[src/rtl/wbr_capture_shift_update.sv]
// Wrapper boundary register for the s349 P1500 wrapper: the serial-unload/load end of the
// wrapper shift path.
//
// Captures the core functional outputs in parallel, shifts them out LSB-first on wso while
// loading fresh stimulus from wsi, and commits the loaded stimulus to the core test inputs on
// an update. Progress is tracked by a saturating shift counter and a one-cycle done pulse.
//
// Ports:
//   clk         wrapper clock, all state changes on posedge
//   WRSTN       asynchronous active-low reset
//   sel         SelectWR; strobes are ignored and all state holds while low
//   capture_wr  CaptureWR strobe (highest priority)
//   shift_wr    ShiftWR strobe
//   update_wr   UpdateWR strobe (lowest priority)
//   wsi         wrapper serial in, enters at shift_reg[WIDTH-1]
//   cfo         core functional outputs, captured in parallel
//   wso         wrapper serial out, combinational from shift_reg[0]
//   cti         core test inputs, driven from the update register
//   shift_cnt   shifts since the last capture, saturating at WIDTH
//   shift_done  one-cycle pulse after the shift that brings shift_cnt to WIDTH
//   state       last action: 0 idle (reset), 1 captured, 2 shifting, 3 updated
//
// WIDTH must lie in 2..32 and CW must satisfy 2**CW > WIDTH.

module wbr_capture_shift_update #(
  parameter int unsigned WIDTH = 11,
  parameter int unsigned CW    = 5
) (
  input  logic             clk,
  input  logic             WRSTN,
  input  logic             sel,
  input  logic             capture_wr,
  input  logic             shift_wr,
  input  logic             update_wr,
  input  logic             wsi,
  input  logic [WIDTH-1:0] cfo,
  output logic             wso,
  output logic [WIDTH-1:0] cti,
  output logic [CW-1:0]    shift_cnt,
  output logic             shift_done,
  output logic [1:0]       state
);

  typedef enum logic [1:0] {
    StIdle     = 2'd0,
    StCaptured = 2'd1,
    StShifting = 2'd2,
    StUpdated  = 2'd3
  } state_e;

  // Resolved action for this cycle; at most one is performed.
  typedef enum logic [1:0] {
    ActNone,
    ActCapture,
    ActShift,
    ActUpdate
  } action_e;

  localparam logic [CW-1:0] CntMax  = CW'(WIDTH);
  localparam logic [CW-1:0] CntLast = CW'(WIDTH - 1);

  state_e           state_q, state_d;
  action_e          action;
  logic [WIDTH-1:0] shift_reg_q, shift_reg_d;
  logic [WIDTH-1:0] update_reg_q, update_reg_d;
  logic [CW-1:0]    cnt_q, cnt_d;
  logic             done_q, done_d;

  // Priority resolution: capture > shift > update. Losing strobes are dropped outright.
  always_comb begin
    action = ActNone;
    if (sel) begin
      if (capture_wr) begin
        action = ActCapture;
      end else if (shift_wr) begin
        action = ActShift;
      end else if (update_wr) begin
        action = ActUpdate;
      end
    end
  end

  // State register.
  always_ff @(posedge clk or negedge WRSTN) begin
    if (!WRSTN) begin
      state_q <= StIdle;
    end else begin
      state_q <= state_d;
    end
  end

  // Next-state logic: the state simply records the last action performed.
  always_comb begin
    state_d = state_q;
    unique case (action)
      ActCapture: state_d = StCaptured;
      ActShift:   state_d = StShifting;
      ActUpdate:  state_d = StUpdated;
      default:    state_d = state_q;
    endcase
  end

  // Datapath next-state.
  always_comb begin
    shift_reg_d  = shift_reg_q;
    update_reg_d = update_reg_q;
    cnt_d        = cnt_q;
    // The done pulse lasts one cycle regardless of what follows.
    done_d       = 1'b0;
    unique case (action)
      ActCapture: begin
        shift_reg_d = cfo;
        cnt_d       = '0;
      end
      ActShift: begin
        shift_reg_d = {wsi, shift_reg_q[WIDTH-1:1]};
        if (cnt_q != CntMax) begin
          cnt_d = cnt_q + 1'b1;
        end
        // Only the WIDTH-1 -> WIDTH transition pulses; saturated shifts stay quiet.
        done_d = (cnt_q == CntLast);
      end
      ActUpdate: begin
        update_reg_d = shift_reg_q;
      end
      default: begin
        shift_reg_d = shift_reg_q;
      end
    endcase
  end

  // Datapath registers.
  always_ff @(posedge clk or negedge WRSTN) begin
    if (!WRSTN) begin
      shift_reg_q  <= '0;
      update_reg_q <= '0;
      cnt_q        <= '0;
      done_q       <= 1'b0;
    end else begin
      shift_reg_q  <= shift_reg_d;
      update_reg_q <= update_reg_d;
      cnt_q        <= cnt_d;
      done_q       <= done_d;
    end
  end

  // Outputs: all registered except wso, which exposes the current LSB before each shift edge.
  always_comb begin
    wso        = shift_reg_q[0];
    cti        = update_reg_q;
    shift_cnt  = cnt_q;
    shift_done = done_q;
    state      = state_q;
  end

endmodule

[config.mk]
export PLATFORM = sky130hd
export DESIGN_NAME = wbr_capture_shift_update
export DESIGN_NICKNAME = d
export VERILOG_FILES = /design/src/rtl/wbr_capture_shift_update.sv
export SDC_FILE = /design/constraint.sdc
export NUM_CORES = 1
export LEC_CHECK = 0
export CORE_UTILIZATION = 42
export CTS_CLUSTER_DIAMETER = 150
export DETAILED_ROUTE_END_ITERATION = 6
export HOLD_SLACK_MARGIN = 0.03
export MAX_ROUTING_LAYER = met4
export PLACE_DENSITY = 0.84
export SETUP_SLACK_MARGIN = 0.4
export SLEW_MARGIN = 25
export SYNTH_ARGS = -nofsm -noshare
export SYNTH_HDL_FRONTEND = slang
export SYNTH_SLANG_ARGS = --single-unit
export TNS_END_PERCENT = 50
[constraint.sdc]
create_clock -name clk -period 1.3 [get_ports clk]
set_clock_uncertainty 0.15 [all_clocks]
set_input_delay 0.13 -clock clk [delete_from_list [all_inputs] [get_ports clk]]
set_output_delay 0.13 -clock clk [all_outputs]
set_load 0.05 [all_outputs]
==> results of run 1 <==
-- metal layers --
metal	vias up	share of wire (%)	track usage, %
li1	564	-	-
met1	698	38	33.6
met2	73	54	56.8
met3	24	3.1	6.71
met4	0	4.8	20.3
met5	-	0	-
-- cell usage in the layout, fill, tap and decap left out, types with 2 or more instances in the layout --
cell type,synthesis,routed
sky130_fd_sc_hd__inv_2,0,3
sky130_fd_sc_hd__buf_2,2,2
sky130_fd_sc_hd__buf_16,0,5
sky130_fd_sc_hd__inv_1,6,2
sky130_fd_sc_hd__buf_6,0,14
sky130_fd_sc_hd__o21ai_1,0,3
sky130_fd_sc_hd__mux2i_1,11,4
sky130_fd_sc_hd__ha_4,0,6
sky130_fd_sc_hd__a21oi_2,1,2
sky130_fd_sc_hd__clkdlybuf4s50_1,0,13
sky130_fd_sc_hd__nand2_1,16,6
sky130_fd_sc_hd__buf_12,0,26
sky130_fd_sc_hd__nand2_2,0,6
sky130_fd_sc_hd__nor2_1,2,2
sky130_fd_sc_hd__nand2_4,0,4
sky130_fd_sc_hd__mux2i_2,0,2
sky130_fd_sc_hd__mux2i_4,0,5
sky130_fd_sc_hd__buf_4,1,12
sky130_fd_sc_hd__dfrtp_2,0,3
sky130_fd_sc_hd__clkbuf_4,0,5
sky130_fd_sc_hd__dfrtp_1,30,27
sky130_fd_sc_hd__o21ai_2,0,11
sky130_fd_sc_hd__o21ai_4,0,2
sky130_fd_sc_hd__mux2_4,1,12
-- synth_stat cells --
library cell,number,share of area [%]
sky130_fd_sc_hd__dfrtp_1,30,54
sky130_fd_sc_hd__nand2_1,16,4.3
sky130_fd_sc_hd__o21ai_0,16,5.7
sky130_fd_sc_hd__mux2_2,11,8.9
sky130_fd_sc_hd__mux2i_1,11,7.9
sky130_fd_sc_hd__ha_1,7,6.3
sky130_fd_sc_hd__inv_1,6,1.6
sky130_fd_sc_hd__a21oi_1,2,0.72
sky130_fd_sc_hd__buf_2,2,0.72
sky130_fd_sc_hd__clkbuf_1,2,0.54
sky130_fd_sc_hd__nand3_1,2,0.72
sky130_fd_sc_hd__nor2_1,2,0.54
sky130_fd_sc_hd__nor2b_1,2,0.89
sky130_fd_sc_hd__a21o_1,1,0.54
sky130_fd_sc_hd__a21oi_2,1,0.63
sky130_fd_sc_hd__buf_4,1,0.54
sky130_fd_sc_hd__mux2_4,1,1.1
sky130_fd_sc_hd__nand2b_1,1,0.45
sky130_fd_sc_hd__nand4bb_1,1,0.80
sky130_fd_sc_hd__nor3_1,1,0.36
sky130_fd_sc_hd__nor3b_1,1,0.54
sky130_fd_sc_hd__o211a_1,1,0.72
sky130_fd_sc_hd__o22ai_1,1,0.45
sky130_fd_sc_hd__o22ai_2,1,0.89
sky130_fd_sc_hd__xnor2_1,1,0.63
-- layout make-up --
type                       count  area share (%)
tap                           44            1.90
inverter                       6           0.862
sequential                    30            26.0
multi-input combinational     80            33.2
timing repair buffer          72            36.0
clock inverter                 1           0.172
clock buffer                   7            1.90
-- through the flow --
| step | setup slack [ps] | TNS, ps | total power [uW] | instance area (sq um) |
|---|---|---|---|---|
| final | -79.3 | -556 | 4710 | 2900 |
| after global routing | -100 | -782 | 4830 | 2900 |
| after CTS | -44.3 | -131 | 4330 | 2720 |
| after detailed placement | -719 | -19550 | 3320 | 2170 |
| after global placement | -581 | -16530 | 3260 | 2170 |
| after floorplan | -209 | -2140 | 2250 | 1430 |
-- final timing paths --
path	startpoint	end	slack (ps)
setup / recovery	shift_cnt[0]	shift_cnt[0]	-80
hold / removal	WRSTN	shift_reg_q[7]	9
setup reg to reg	shift_cnt[0]	shift_cnt[0]	-80
hold reg to reg	shift_reg_q[4]	shift_reg_q[4]	450
max in group asynchronous	WRSTN	shift_reg_q[0]	790
min in group clk	sel	state[0]	220
-- sequential cells by signal, summed over array words and instances (netlist names) --
signal	count
cti	11
state	2
shift_cnt	5
shift_done	1
shift_reg_q	11
-- kinds of logic (layout without fill, tap and decap cells) --
| family | Yosys count | count (layout) | synth area share [%] |
|---|---|---|---|
| fa+ha+maj | 7 | 7 | 6.26 |
| xor+xnor | 1 | 1 | 0.626 |
| buf+inv | 11 | 86 | 3.40 |
| compound gates | 23 | 23 | 9.66 |
| mux | 23 | 23 | 17.8 |
| flops | 30 | 30 | 53.7 |
| simple gates | 26 | 26 | 8.59 |
-- worst max-delay path: cells and delay by family (launching register included) --
family | cells | cell delay, ps
DFF | 1 | 450
buffers and inverters | 3 | 410
AOI/OAI and AO/OA | 2 | 260
-- repair_timing --
item / 4_1_cts / 5_1_grt
cloned: 5 / 0
endpoints found under the hold margin: 30 / 30
resized for setup: 101 / 29
pin swaps: 20 / 15
endpoints found under the setup margin: 50 / 50
setup buffers: 9 / 6
-- power by group --
| part | switching (uW) | internal (uW) |
|---|---|---|
| Combinational | 1240 | 1350 |
| Sequential | 344 | 1170 |
| Clock | 354 | 262 |
==> results.json, run 1 <==
{
  "outcome": "finished with violations",
  "failed_checks": "negative setup slack",
  "antenna_left": 0,
  "min_period_over_period_pct": 106,
  "post_drt_wl_per_cell_um": 26.3,
  "row_count": 20,
  "buffer_type_at_the_clock_tree_root": "sky130_fd_sc_hd__clkbuf_4",
  "multiInputGateArea_sq_um": 963,
  "dr_vias_cell": 5.66,
  "timing.final.ws_setup_ps": -79.3,
  "critical_path.max_stage_delay_ps": 450,
  "layout.cells.non_filler": 240,
  "postSynthAreaPerCell_sq_um": 11.6,
  "finalWirelength_um": 6310,
  "setup.worst_path.start_class": "flip-flop",
  "floorplan.die_area_sq_mm": 0.00357,
  "drv_slew": 0,
  "portBuffers": 37,
  "path_class": "flip-flop to flip-flop",
  "drive_gt1_share_pct": 67.3,
  "cp.required_ps": 1370,
  "die_w_um": 59.7,
  "effective_utilization_at_floorplan_pct": 45.1,
  "boundaryPins": 38,
  "yosys_warnings": 0,
  "detail_route.first_pass.iterations": 4,
  "critical_path.max_fanout": 3,
  "peakVddDrop_mv": 1.60,
  "globalRouteTotalUtil_pct": 32.7,
  "routabilityCongestion": 0.815,
  "first_global_vias": 1509,
  "synth_sequential_area_ratio_pct": 53.7,
  "ff2ff_path_depth": 5,
  "cp_cell_sequence": "buf_6, buf_6, buf_4, a21oi_1, a21oi_2",
  "antenna_violations_before_repair": 0,
  "max_root_sink_buffers": 2,
  "pin_count_of_the_biggest_net_entering_global_routing": 31,
  "cp_common_cell": "sky130_fd_sc_hd__buf_6",
  "numPlacedInstances": 212,
  "number_of_cells_produced_by_synthesis": 121,
  "path_clk_slew_ps": 110,
  "cts_htree_levels": 2,
  "synthesized_area_sq_mm": 0.00140,
  "diodes": 0,
  "critical_path_data_arrival_time_ps": 1450,
  "drt-initial-drc-count": 69,
  "n_fill_cell": 92,
  "flip_flop_and_latch_count_after_synthesis": 30,
  "power_density_mw_per_mm2": 1620,
  "setup_viol": 16,
  "cellLeakagePower_uw": 0.00125,
  "ys_types": 25,
  "finalCoreUtilization_pct": 93.6,
  "worstHoldPathType": "input pin to asynchronous set/reset pin",
  "dieHeight_um": 59.7,
  "final_net_count": 220,
  "max_slew.worst_pin.slew_ps": 380,
  "grt_pass1_wl_um": 7800,
  "final_hold_viol_count": 0,
  "fin_worst_hold_slack_ps": 8.63,
  "insertion_delay_ps": 340,
  "finalWorstPathRequiredPeriod_ps": 1380,
  "max_cap_viol_count": 0,
  "synthesis.nets": 146,
  "hpwl_um": 2380,
  "max_freq_mhz": 725,
  "congestion_overflow_gr": 0,
  "timing.max_slew.rel_slack_pct": 74.0,
  "core_sq_mm": 0.00310,
  "critical-path-slowest-cell": "sky130_fd_sc_hd__dfrtp_2",
  "area.sequential_sq_um": 754,
  "grt_setup_unrepaired": "yes",
  "cts_tree": "yes",
  "area_delta_synth_final_pct": 108,
  "cts.sink_count": 30,
  "dr_drc_count": 0,
  "cp-end-kind": "flip-flop",
  "cts_buffers": 5,
  "routed-via-count": 1359
}
Power figures use the tool's default switching activity.
==> run 2, diff against run 1 <==
--- a/config.mk
+++ b/config.mk
@@ -5,12 +5,13 @@
 export SDC_FILE = /design/constraint.sdc
 export NUM_CORES = 1
 export LEC_CHECK = 0
-export CORE_UTILIZATION = 42
+export ABC_AREA = 1
+export CORE_UTILIZATION = 43
 export CTS_CLUSTER_DIAMETER = 150
 export DETAILED_ROUTE_END_ITERATION = 6
 export HOLD_SLACK_MARGIN = 0.03
 export MAX_ROUTING_LAYER = met4
-export PLACE_DENSITY = 0.84
+export PLACE_DENSITY = 0.85
 export SETUP_SLACK_MARGIN = 0.4
 export SLEW_MARGIN = 25
 export SYNTH_ARGS = -nofsm -noshare
==> run 2 against run 1 <==
Against the previous run:
- the run ends with negative hold slack, negative setup slack left
- critical path type unchanged
- flip-flop and latch count stayed put
- power is 4.7% lower
- largest power group unchanged
- utilization down 3.3 points
==> results.json, run 2 <==
{
  "outcome": "finished with violations",
  "failed_checks": "negative hold slack, negative setup slack",
  "timing.max_slew.rel_slack_pct": 79.3,
  "netlist.area_leader.share_pct": 51.9,
  "flip_flop_and_latch_count_after_synthesis": 30,
  "yosys_warnings": 0,
  "yosys-top-cells-area": "sky130_fd_sc_hd__dfrtp_1 (52%), sky130_fd_sc_hd__mux2_2 (8.6%), sky130_fd_sc_hd__a21oi_1 (8.0%)",
  "min_period_over_period_pct": 111,
  "pin_count_of_the_biggest_net_entering_global_routing": 31,
  "critical_path_data_arrival_time_ps": 1600,
  "final_hold_viol_count": 24,
  "finalCoreUtilization_pct": 90.2,
  "synthesized_area_sq_mm": 0.00145,
  "fin_worst_hold_slack_ps": -36.6,
  "antenna_violations_before_repair": 0,
  "final_cell_mix": "sky130_fd_sc_hd__nand2_1 (25), sky130_fd_sc_hd__dfrtp_1 (24), sky130_fd_sc_hd__buf_12 (22)",
  "path_clk_slew_ps": 120,
  "effective_utilization_at_floorplan_pct": 46.2,
  "final_net_count": 253,
  "cp.required_ps": 1450,
  "cts.sink_count": 30,
  "drv_slew": 0,
  "first_global_vias": 1430,
  "ys_types": 19,
  "max_slew.worst_pin.slew_ps": 311,
  "critical_path.max_fanout": 5,
  "ff2ff_path_depth": 7,
  "max_root_sink_buffers": 2,
  "drive_gt1_share_pct": 62.0,
  "row_count": 20,
  "synth-async-reset-ratio_pct": 100,
  "boundaryPins": 38,
  "postSynthAreaPerCell_sq_um": 9.33,
  "power_density_mw_per_mm2": 1590,
  "timing.final.ws_setup_ps": -148,
  "worstHoldPathType": "input pin to asynchronous set/reset pin",
  "antenna_left": 0,
  "synthesis.nets": 180,
  "die_w_um": 60.0,
  "cts_tree": "yes",
  "max_cap_viol_count": 0,
  "hpwl_um": 2680,
  "congestion_overflow_gr": 0,
  "ys.flop_type": "sky130_fd_sc_hd__dfrtp_1",
  "post-place-ws_ps": -861,
  "finalWirelength_um": 6220,
  "dieHeight_um": 60.0,
  "buffer_type_at_the_clock_tree_root": "sky130_fd_sc_hd__clkbuf_4",
  "finalWorstPathRequiredPeriod_ps": 1450,
  "count_of_flip_flops_with_a_built_in_enable_after_synthesis": 0,
  "core_sq_mm": 0.00313,
  "globalRouteTotalUtil_pct": 31.7,
  "setup.worst_path.start_class": "flip-flop",
  "cp-end-kind": "flip-flop",
  "routed-via-count": 1577,
  "floorplan.die_area_sq_mm": 0.00360,
  "detail_route.first_pass.iterations": 4,
  "final_common_cell": "sky130_fd_sc_hd__nand2_1",
  "diodes": 0,
  "peakVddDrop_mv": 1.51,
  "max_freq_mhz": 690,
  "dr_drc_count": 0,
  "grt_setup_unrepaired": "yes",
  "routabilityCongestion": 0.832,
  "grt_pass1_wl_um": 7600,
  "number_of_cells_produced_by_synthesis": 155,
  "drt-initial-drc-count": 159,
  "synth_sequential_area_ratio_pct": 51.9,
  "netlist_top_cells_count": "sky130_fd_sc_hd__dfrtp_1 (30), sky130_fd_sc_hd__nand2_1 (30), sky130_fd_sc_hd__a21oi_1 (23), sky130_fd_sc_hd__nor2_1 (17)",
  "dr_vias_cell": 5.78,
  "setup_viol": 8,
  "area_delta_synth_final_pct": 95.2,
  "cts_htree_levels": 2,
  "path_class": "flip-flop to flip-flop",
  "insertion_delay_ps": 360,
  "cellLeakagePower_uw": 0.00125,
  "portBuffers": 37,
  "cts_buffers": 5,
  "synthDominantAreaCellType": "sky130_fd_sc_hd__dfrtp_1",
  "post_drt_wl_per_cell_um": 22.8
}
## run 2: changes by cell type after synthesis, sizes merged, moves of 7 or more
cell | previous run | this run
nor2 | 2 | 18
nand2 | 16 | 31
o21ai | 16 | 2
a21oi | 3 | 23
mux2i | 11 | 0
nand3 | 2 | 9
## run 2: metal layers
layer | up-vias | wire length (um) | GRT usage [%]
li1 | 647 | - | -
met1 | 788 | 2350 | 34.1
met2 | 105 | 3190 | 54.9
met3 | 37 | 335 | 9.31
met4 | 0 | 344 | 11.6
met5 | - | 0 | -
## run 2: kinds of logic after synthesis
| family | count (synthesis) | synth area share (%) |
|---|---|---|
| XOR/XNOR | 1 | 0.606 |
| AO/OA/AOI/OAI | 25 | 8.65 |
| flip-flops | 30 | 51.9 |
| multiplexers | 11 | 8.56 |
| buffers and inverters | 20 | 6.83 |
| adder cells (fa/ha/maj) | 7 | 6.06 |
| AND/OR/NAND/NOR | 61 | 17.4 |
## run 2: worst max-delay path: stages, from the launching register on
cell                      delay [ps]
sky130_fd_sc_hd__dfrtp_2         470
sky130_fd_sc_hd__ha_4            200
sky130_fd_sc_hd__inv_2            30
sky130_fd_sc_hd__nor2_1          110
sky130_fd_sc_hd__nand2_1         100
sky130_fd_sc_hd__nand2_2         120
sky130_fd_sc_hd__nand3_2          80
sky130_fd_sc_hd__nand2_1         120
## run 2: through the flow
| stage | power [uW] | instance area [sq um] | hold WS (ps) | cells | TNS (ps) |
|---|---|---|---|---|---|
| floorplan | 2300 | 1570 | -316 | 155 | -1320 |
| global placement | 3240 | 2220 | 360 | 240 | -21090 |
| detailed placement | 3300 | 2220 | 367 | 240 | -23560 |
| CTS | 4110 | 2590 | 1.01 | 259 | -73.2 |
| global route | 4610 | 2820 | -15.4 | 273 | -951 |
| finish | 4490 | 2820 | -36.6 | 273 | -664 |
## run 2: final timing paths
path / startpoint / to / slack (ps)
max: shift_cnt[1] / shift_cnt[2] / -150
min: WRSTN / shift_cnt[1] / -40
max reg2reg: shift_cnt[1] / shift_cnt[2] / -150
min reg2reg: state[0] / state[0] / 450
max in group asynchronous: WRSTN / shift_reg_q[0] / 820
min in group clk: sel / state[0] / 140
## run 2: power breakdown
group	internal, uW	total, uW	switching (uW)
logic	1220	2340	1120
clock network	262	630	368
registers	1160	1520	358
total	2650	4490	1840
## run 2: area by class of cell
cell class | instances | area [sq um]
Inverter | 13 | 73.8
Clock inverter | 1 | 5.00
Sequential cell | 30 | 758
Tap cell | 44 | 55.1
Timing Repair Buffer | 73 | 938
Multi-Input combinational cell | 105 | 937
Fill cell | 123 | 305
Clock buffer | 7 | 55.1
## run 2: what timing repair did
action                                  in CTS  in global routing
endpoints found under the setup margin      50                 50
pin swaps                                   15                 19
hold endpoints to repair                    30                 30
cloned                                       0                  0
setup buffers                               11                 14
resized for setup                           83                 32
